[src/rtl/button_pkg.sv]
// ---------------------------------------------------------------------------
// button_pkg : shared defaults, button index constants and width helper for
//              the button_debounce slice.
// Rev 1.0
// ---------------------------------------------------------------------------
`default_nettype none

package button_pkg;

  localparam int unsigned DEF_CLK_DIV        = 1200;
  localparam int unsigned DEF_DEBOUNCE_TICKS = 50;
  localparam int unsigned DEF_LONG_TICKS     = 5000;
  localparam bit          DEF_ACTIVE_LOW     = 1'b1;

  localparam int unsigned BTN_UP    = 0;
  localparam int unsigned BTN_DOWN  = 1;
  localparam int unsigned BTN_LEFT  = 2;
  localparam int unsigned BTN_RIGHT = 3;

  // Counter width able to hold the value n itself.
  function automatic int unsigned cnt_width(input int unsigned n);
    return (n < 1) ? 1 : $clog2(n + 1);
  endfunction

endpackage

`default_nettype wire

[src/rtl/debounce_chan.sv]
// ---------------------------------------------------------------------------
// debounce_chan : one debounced button channel with press/release pulses and
//                 optional hold detection (enabled by `LONG_PRESS_EN).
// Rev 1.0
// ---------------------------------------------------------------------------
`default_nettype none

module debounce_chan
  import button_pkg::*;
#(
  parameter int unsigned DEBOUNCE_TICKS = DEF_DEBOUNCE_TICKS,
  parameter int unsigned LONG_TICKS     = DEF_LONG_TICKS
) (
  input  logic clk,
  input  logic rst_n,
  input  logic raw_i,
  input  logic tick_i,
  output logic state_o,
  output logic pressed_o,
  output logic released_o,
  output logic long_press_o
);

  localparam int unsigned             c_CNT_W    = cnt_width(DEBOUNCE_TICKS);
  localparam logic [c_CNT_W-1:0]      c_CNT_LAST = c_CNT_W'(DEBOUNCE_TICKS - 1);

  if (DEBOUNCE_TICKS < 1 || LONG_TICKS < 1) begin : g_bad_params
    $fatal(1, "debounce_chan: DEBOUNCE_TICKS and LONG_TICKS must be >= 1");
  end

  logic [c_CNT_W-1:0] cnt_q, cnt_d;
  logic               state_q, state_d;
  logic               pressed_q, pressed_d;
  logic               released_q, released_d;

  always_comb begin
    cnt_d      = cnt_q;
    state_d    = state_q;
    pressed_d  = 1'b0;
    released_d = 1'b0;
    // Any return to the accepted level throws away the partial count.
    if (raw_i == state_q) begin
      cnt_d = '0;
    end else if (tick_i) begin
      if (cnt_q == c_CNT_LAST) begin
        cnt_d      = '0;
        state_d    = raw_i;
        pressed_d  = raw_i;
        released_d = ~raw_i;
      end else begin
        cnt_d = cnt_q + 1'b1;
      end
    end
  end

  always_ff @(posedge clk) begin
    if (!rst_n) begin
      cnt_q      <= '0;
      state_q    <= 1'b0;
      pressed_q  <= 1'b0;
      released_q <= 1'b0;
    end else begin
      cnt_q      <= cnt_d;
      state_q    <= state_d;
      pressed_q  <= pressed_d;
      released_q <= released_d;
    end
  end

  assign state_o    = state_q;
  assign pressed_o  = pressed_q;
  assign released_o = released_q;

`ifdef LONG_PRESS_EN
  localparam int unsigned        c_HOLD_W    = cnt_width(LONG_TICKS);
  localparam logic [c_HOLD_W-1:0] c_HOLD_MAX = c_HOLD_W'(LONG_TICKS);

  logic [c_HOLD_W-1:0] hold_q, hold_d;
  logic                long_q, long_d;

  always_comb begin
    hold_d = hold_q;
    long_d = 1'b0;
    if (!state_q) begin
      hold_d = '0;
    end else if (tick_i && (hold_q != c_HOLD_MAX)) begin
      hold_d = hold_q + 1'b1;
      long_d = (hold_d == c_HOLD_MAX);
    end
  end

  always_ff @(posedge clk) begin
    if (!rst_n) begin
      hold_q <= '0;
      long_q <= 1'b0;
    end else begin
      hold_q <= hold_d;
      long_q <= long_d;
    end
  end

  assign long_press_o = long_q;
`else
  assign long_press_o = 1'b0;
`endif

endmodule

`default_nettype wire

[src/rtl/button_debounce.sv]
// ---------------------------------------------------------------------------
// button_debounce : shared sample prescaler feeding WIDTH debounce channels.
//                   Optional hold detection via `LONG_PRESS_EN.
// Rev 1.0
// ---------------------------------------------------------------------------
`default_nettype none

module button_debounce
  import button_pkg::*;
#(
  parameter int unsigned WIDTH          = 4,
  parameter int unsigned CLK_DIV        = DEF_CLK_DIV,
  parameter int unsigned DEBOUNCE_TICKS = DEF_DEBOUNCE_TICKS,
  parameter int unsigned LONG_TICKS     = DEF_LONG_TICKS,
  parameter bit          ACTIVE_LOW     = DEF_ACTIVE_LOW
) (
  input  logic             clk,
  input  logic             rst_n,
  input  logic [WIDTH-1:0] in_i,
  output logic [WIDTH-1:0] state_o,
  output logic [WIDTH-1:0] pressed_o,
  output logic [WIDTH-1:0] released_o,
  output logic [WIDTH-1:0] long_press_o
);

  localparam int unsigned         c_DIV_W    = cnt_width(CLK_DIV - 1);
  localparam logic [c_DIV_W-1:0]  c_DIV_LAST = c_DIV_W'(CLK_DIV - 1);

  if (CLK_DIV < 2) begin : g_bad_div
    $fatal(1, "button_debounce: CLK_DIV must be >= 2");
  end

  logic [c_DIV_W-1:0] presc_q, presc_d;
  logic               w_tick;
  logic [WIDTH-1:0]   w_raw;

  assign w_tick  = (presc_q == c_DIV_LAST);
  assign presc_d = w_tick ? '0 : presc_q + 1'b1;

  always_ff @(posedge clk) begin
    if (!rst_n) begin
      presc_q <= '0;
    end else begin
      presc_q <= presc_d;
    end
  end

  // Normalise polarity so every channel sees 1 = pressed.
  assign w_raw = in_i ^ {WIDTH{ACTIVE_LOW}};

  for (genvar g = 0; g < WIDTH; g++) begin : g_chan
    debounce_chan #(
      .DEBOUNCE_TICKS (DEBOUNCE_TICKS),
      .LONG_TICKS     (LONG_TICKS)
    ) u_chan (
      .clk          (clk),
      .rst_n        (rst_n),
      .raw_i        (w_raw[g]),
      .tick_i       (w_tick),
      .state_o      (state_o[g]),
      .pressed_o    (pressed_o[g]),
      .released_o   (released_o[g]),
      .long_press_o (long_press_o[g])
    );
  end

endmodule

`default_nettype wire

[config.mk]
export PLATFORM = sky130hd
export DESIGN_NAME = button_debounce
export DESIGN_NICKNAME = d
export VERILOG_FILES = /design/src/rtl/button_pkg.sv /design/src/rtl/debounce_chan.sv /design/src/rtl/button_debounce.sv
export SDC_FILE = /design/constraint.sdc
export NUM_CORES = 1
export LEC_CHECK = 0
export CAP_MARGIN = 40
export CORE_MARGIN = 2
export CORE_UTILIZATION = 30
export CTS_CLUSTER_SIZE = 20
export DETAILED_ROUTE_END_ITERATION = 16
export GPL_TIMING_DRIVEN = 1
export PLACE_DENSITY = 0.55
export SLEW_MARGIN = 40
export SYNTH_ARGS = -nofsm -noshare
export SYNTH_HDL_FRONTEND = slang
export SYNTH_SLANG_ARGS = --single-unit
[constraint.sdc]
create_clock -name clk -period 2.5 [get_ports clk]
set_input_delay 0.5 -clock clk [delete_from_list [all_inputs] [get_ports clk]]
set_output_delay 0.5 -clock clk [all_outputs]
set_load 0.01 [all_outputs]
-- Word-level counts from Yosys, hierarchy flattened
Cells that the tools add are included.
- register bits: 47
- input port bits: 6
- output and inout port bits: 16
- word-level logic and storage cells: 63
- add/sub/neg operators: 5
- equal/unequal tests: 9
- multiplexer cells: 4
- bitwise logic cells: 15
- reduce and logical (&&, ||, !) cells: 13
- operators with widths (kind ; number):
    6-bit by 1-bit adder with 6-bit output (second input constant) ; 4
    6-bit == test (second input constant) ; 4
    6-bit 2-to-1 mux ; 4
    4-bit OR reduction ; 4
    1-bit inverter ; 14
    3-bit AND reduction ; 4
    11-bit by 1-bit adder with 11-bit output (second input constant) ; 1
    11-bit == test (second input constant) ; 1
    2-bit OR reduction ; 5
    1-bit == test ; 4
    4-bit inverter ; 1

-- Logic depth before layout (Yosys ltp)
- depth in word-level cells: 4
- gate-level depth with buffers: 7
- depth with buffers taken out: 6

-- By module
A second synthesis with hierarchy kept.
- cells, all modules: 226
- area total of the unflattened synthesis: 2125.8 um2
- by module, submodules not included (module ; instances ; cells an instance ; area each (um2) ; seq. area each (um2)):
    debounce_chan ; 4 ; 42 ; 404.1 ; 180.2
    button_debounce ; 1 ; 58 ; 509.2 ; 220.2

-- Worst setup path after synthesis
Ideal clock, no wire load.
- kind: register to register
- start: register presc_q[0]
- end: register g_chan[1].u_chan.cnt_q[1]
- data arrival time: 1678 ps
- required time: 2414 ps
- path slack: 736 ps
- stages on the path, launching flop included: 7
- path buffers: 1
- period minus slack after synthesis: 1764 ps
- cells stage by stage: dfxtp_1 > ha_1 > and4_1 > and3_1 > buf_2 > a221o_1 > a211oi_1
- longest elaborated chain between the ends: 1
- RTL lines (what ; line ; RTL):
    from (decl) ; button_debounce.sv:33 ; logic [c_DIV_W-1:0] presc_q, presc_d;
    from (signal assigned) ; button_debounce.sv:44 ; presc_q <= presc_d;
    11-bit == test ; button_debounce.sv:37 ; assign w_tick = (presc_q == c_DIV_LAST);
    to (signal assigned) ; debounce_chan.sv:63 ; cnt_q <= cnt_d;
    to (decl) ; debounce_chan.sv:31 ; logic [c_CNT_W-1:0] cnt_q, cnt_d;
Every way passes these cells.
A chain may end at the register's enable or synchronous reset.

-- Worst setup path after layout
- start: register presc_q[0]
- end: register g_chan[2].u_chan.cnt_q[5]
- longest elaborated chain between the ends: 1
- RTL lines (what ; line):
    11-bit == test ; button_debounce.sv:37
    to (signal assigned) ; debounce_chan.sv:63
    to (decl) ; debounce_chan.sv:31
Every way passes these cells.

==> impl_results.rst <==
.. list-table::
   :header-rows: 1

   * - Metric
     - Value
   * - Placeable core region
     - about 7300 sq um
   * - Startpoint of the worst register-to-register path
     - presc_q[0]
   * - Number of max-slew violations in the final report
     - 0
   * - Register-to-register path setup slack
     - 0.36 ns
   * - Top_reg_cell synth
     - sky130_fd_sc_hd__dfxtp_1
   * - Clock root buffer
     - sky130_fd_sc_hd__clkbuf_8
   * - Via count of the first global-routing pass
     - 1509
   * - Relative contribution of sequential cells to total power
     - 0.611
   * - Post-CTS repair timing setup buffer count
     - 0
   * - Total gr overflow
     - 0
   * - Final Total Pwr
     - 1.24 mW
   * - Worst Hold Launch
     - presc_q[0]
   * - Filler Cell Count
     - 784
   * - Final setup skew
     - 0.00673 ns
   * - Worst max-slew margin expressed relative to the limit
     - 0.656
   * - Resize count post-CTS
     - 0
   * - Number of buffers inserted by port buffering
     - 17
   * - Area taken by multi-input logic gates
     - 1120 sq um
   * - Setup repair after global routing missed its margin
     - false
   * - Cell count of the worst reg-to-reg path
     - 5
   * - Number of nets in the layout
     - 274
   * - Post-route insts no fill
     - ~360
   * - Data required, critical path
     - 2.73 ns
   * - Routed wirelength normalized by instance count
     - approximately 12 um
   * - Clock latency on the worst-skew pair
     - 0.30 ns
   * - Die Outline Area
     - 8220 sq um
   * - Global routing usage summed across all routing layers
     - 0.107
   * - WHS Endpoint
     - presc_q[0]
   * - Outcome
     - finished clean
   * - Cell depth of the worst hold path
     - 1
   * - Starting utilization of the core area
     - 0.311
   * - Total inserted antenna cells
     - 0
   * - Count of maximum capacitance violations
     - 0
   * - Post-route design area
     - 2510 sq um
   * - Die outline width
     - 90.6 um
   * - Most frequent cell after synthesis
     - sky130_fd_sc_hd__dfxtp_1
   * - Power density of the placed cells
     - ~490 nW/um^2
   * - Worst IR Drop VDD
     - 0.156 mV
   * - Number of cells produced by synthesis
     - 251
   * - Post-Route Setup TNS
     - 0 ns
   * - Dpl ws
     - 0.378 ns
   * - Internal cell power
     - roughly 0.97 mW
   * - Kind of end point of the critical path
     - register
   * - Library cell occupying the most area in the post-synthesis netlist
     - sky130_fd_sc_hd__dfxtp_1
   * - Antenna violations before repair
     - 0
   * - Total Routed Length
     - 4130 um
   * - Seq. cell area
     - between 900 and 1000 sq um
   * - Count of state elements after synthesis
     - 47
   * - 1st-pass router iterations
     - 4
   * - Pin count of the biggest net entering global routing
     - 21
   * - Share of total power consumed by net switching
     - 0.219
   * - Register area share after synthesis
     - 0.418
   * - Tcrit/Tclk final
     - 0.858
   * - Synth top area cells
     - sky130_fd_sc_hd__dfxtp_1 (42%), sky130_fd_sc_hd__nor2_1 (6.3%), sky130_fd_sc_hd__buf_4 (5.7%)
   * - Core utilization of the finished layout
     - 0.346
   * - Endpoint of the worst-slack reg-to-reg timing path
     - g_chan[2].u_chan.cnt_q[5]
   * - Least setup slack across all paths after layout
     - roughly 0.36 ns
   * - Part of the total power dissipated in the clock network
     - 0.354
   * - Number of endpoints failing setup at the final stage
     - 0
   * - Type of the setup path with the least slack
     - reg2reg
   * - Number of library cell types mapped by synthesis
     - 38
   * - Most instantiated cells after synthesis
     - sky130_fd_sc_hd__dfxtp_1 (47), sky130_fd_sc_hd__nor2_1 (38), sky130_fd_sc_hd__buf_4 (17)
   * - Ratio of cells with drive above 1 in the final layout
     - 0.0577
   * - Cell area after technology mapping
     - 2250 sq um
   * - Boundary Pins
     - 22
   * - Static Leak
     - 0.834 nW
   * - Number of vias per cell after detailed routing
     - roughly 4.7
   * - Share of flip-flops with an asynchronous set or reset
     - 0
   * - Clock transition at the registers of the reported paths
     - 0.08 ns
   * - Number of levels the H-tree was split into
     - 2
   * - Final critical delay including setup and external delays
     - 2.14 ns
   * - Comb pwr share
     - 0.034
   * - Hold-fix buffers at CTS
     - 0
   * - Antenna Violating Nets Remaining
     - 0
   * - Sink Count
     - 47
   * - Cts bufs inserted
     - 5
   * - Slew of the pin with the lowest slew margin
     - 0.514 ns
   * - Total number of vias
     - 1685
   * - Placed cell count
     - 351
   * - Data arrival time of the critical path
     - 2.37 ns
   * - Detailed router's first-iteration violation count
     - 67
   * - Worst hold slack
     - 0.482 ns
   * - Final hold vios
     - 0
   * - Area growth from synthesis to layout
     - 11.6%
   * - Number of standard-cell rows in the floorplan
     - 31
   * - Height of the die
     - 90.6 um
   * - Switching power
     - around 0.27 mW
   * - HPWL Detailed
     - 2960 um
   * - TritonCTS clock tree
     - built
   * - Avg Synthesized Cell Area
     - between 8 and 9 sq um
   * - Top-area cell type share of the netlist area
     - 0.418
   * - Type of the worst min-delay path
     - reg2reg
   * - Deepest clock path buffer count
     - 2
   * - Yosys Warn Count
     - 0
   * - EDFF count, synth
     - 0
   * - Fmax achieved
     - 466 MHz
   * - DP Area
     - 2430 sq um
   * - Final RePlAce weighted congestion
     - 0.800
   * - First-pass GRT wire length
     - 7130 um
   * - Type of element launching the critical path
     - register
   * - Drt drc
     - 0
   * - Maximum fanout count along the critical path
     - 20
-- per-layer routing --
metal	wire, um	up-vias	global-route usage
met5	0	-	0
met4	72	0	0.0462
met3	116	6	0.0242
met2	1940	24	0.172
met1	2000	771	0.137
li1	-	884	-
-- worst max path at each step --
stage                                           end  startpoint  slack [ns]  cells past startpoint
after floorplan           g_chan[1].u_chan.cnt_q[1]  presc_q[0]        0.74                      6
after CTS                 g_chan[2].u_chan.cnt_q[5]  presc_q[0]        0.34                      5
after global placement    g_chan[0].u_chan.cnt_q[5]  presc_q[0]        0.45                      5
after global routing      g_chan[0].u_chan.cnt_q[1]  presc_q[0]        0.16                      5
after detailed placement  g_chan[3].u_chan.cnt_q[5]  presc_q[0]        0.38                      5
final                     g_chan[2].u_chan.cnt_q[5]  presc_q[0]        0.36                      5
-- layout by cell type, fill, tap and decap left out, types with 3 or more instances in the layout --
cell / netlist / final
sky130_fd_sc_hd__and4_1: 3 / 3
sky130_fd_sc_hd__or4_1: 4 / 4
sky130_fd_sc_hd__xor2_1: 13 / 13
sky130_fd_sc_hd__xnor2_1: 11 / 11
sky130_fd_sc_hd__nand4_1: 9 / 9
sky130_fd_sc_hd__a21oi_1: 9 / 9
sky130_fd_sc_hd__dfxtp_1: 47 / 47
sky130_fd_sc_hd__nor3b_1: 4 / 4
sky130_fd_sc_hd__nor2_1: 38 / 38
sky130_fd_sc_hd__nand3_1: 14 / 14
sky130_fd_sc_hd__inv_1: 7 / 7
sky130_fd_sc_hd__or3_1: 3 / 3
sky130_fd_sc_hd__ha_1: 9 / 9
sky130_fd_sc_hd__o31ai_1: 4 / 4
sky130_fd_sc_hd__clkbuf_8: 0 / 5
sky130_fd_sc_hd__conb_1: 1 / 4
sky130_fd_sc_hd__and3_1: 5 / 5
sky130_fd_sc_hd__a211oi_1: 4 / 4
sky130_fd_sc_hd__nand4b_1: 4 / 4
sky130_fd_sc_hd__nand2_1: 11 / 11
sky130_fd_sc_hd__clkdlybuf4s50_1: 0 / 17
sky130_fd_sc_hd__o21ai_0: 3 / 3
sky130_fd_sc_hd__buf_4: 17 / 6
-- worst max-delay path, stage by stage (launching register included) --
cell and delay (ns):
sky130_fd_sc_hd__dfxtp_1 0.38, sky130_fd_sc_hd__ha_1 0.24, sky130_fd_sc_hd__and4_1 0.36, sky130_fd_sc_hd__nand3_2 0.34, sky130_fd_sc_hd__or4_1 0.59, sky130_fd_sc_hd__a21oi_1 0.15
-- logic make-up after synthesis --
group                      after synthesis  synth area share
AOI/OAI and AO/OA                       30            0.0911
xor gates and xnor gates                24            0.0933
adders and majority gates                9            0.0500
buffers and inverters                   32            0.0878
DFF                                     47             0.418
other                                    1           0.00167
and+or+nand+nor                        108             0.258
-- flip-flops by register name (all words and copies together) (netlist names) --
| name | flops |
|---|---|
| g_chan.u_chan.pressed_o | 4 |
| presc_q | 11 |
| g_chan.u_chan.state_o | 4 |
| g_chan.u_chan.released_o | 4 |
| g_chan.u_chan.cnt_q | 24 |
-- power by group through the flow --
stage | registers, mW | logic, mW | clock network, mW
after detailed placement | 0.774 | 0.0424 | 0
after floorplan | 0.773 | 0.0285 | 0
after CTS | 0.756 | 0.0432 | 0.462
after global routing | 0.758 | 0.0466 | 0.496
after global placement | 0.773 | 0.0438 | 0
final | 0.756 | 0.0426 | 0.439
-- layout make-up --
cell class                      instances  share of cell area
Clock buffer                            7              0.0304
Clock inverter                          1             0.00199
Inverter                                7              0.0105
Multi-Input combinational cell        175               0.448
Sequential cell                        47               0.375
Tap cell                               99              0.0493
Timing Repair Buffer                   23              0.0857
(Power assumes the default switching activity.)
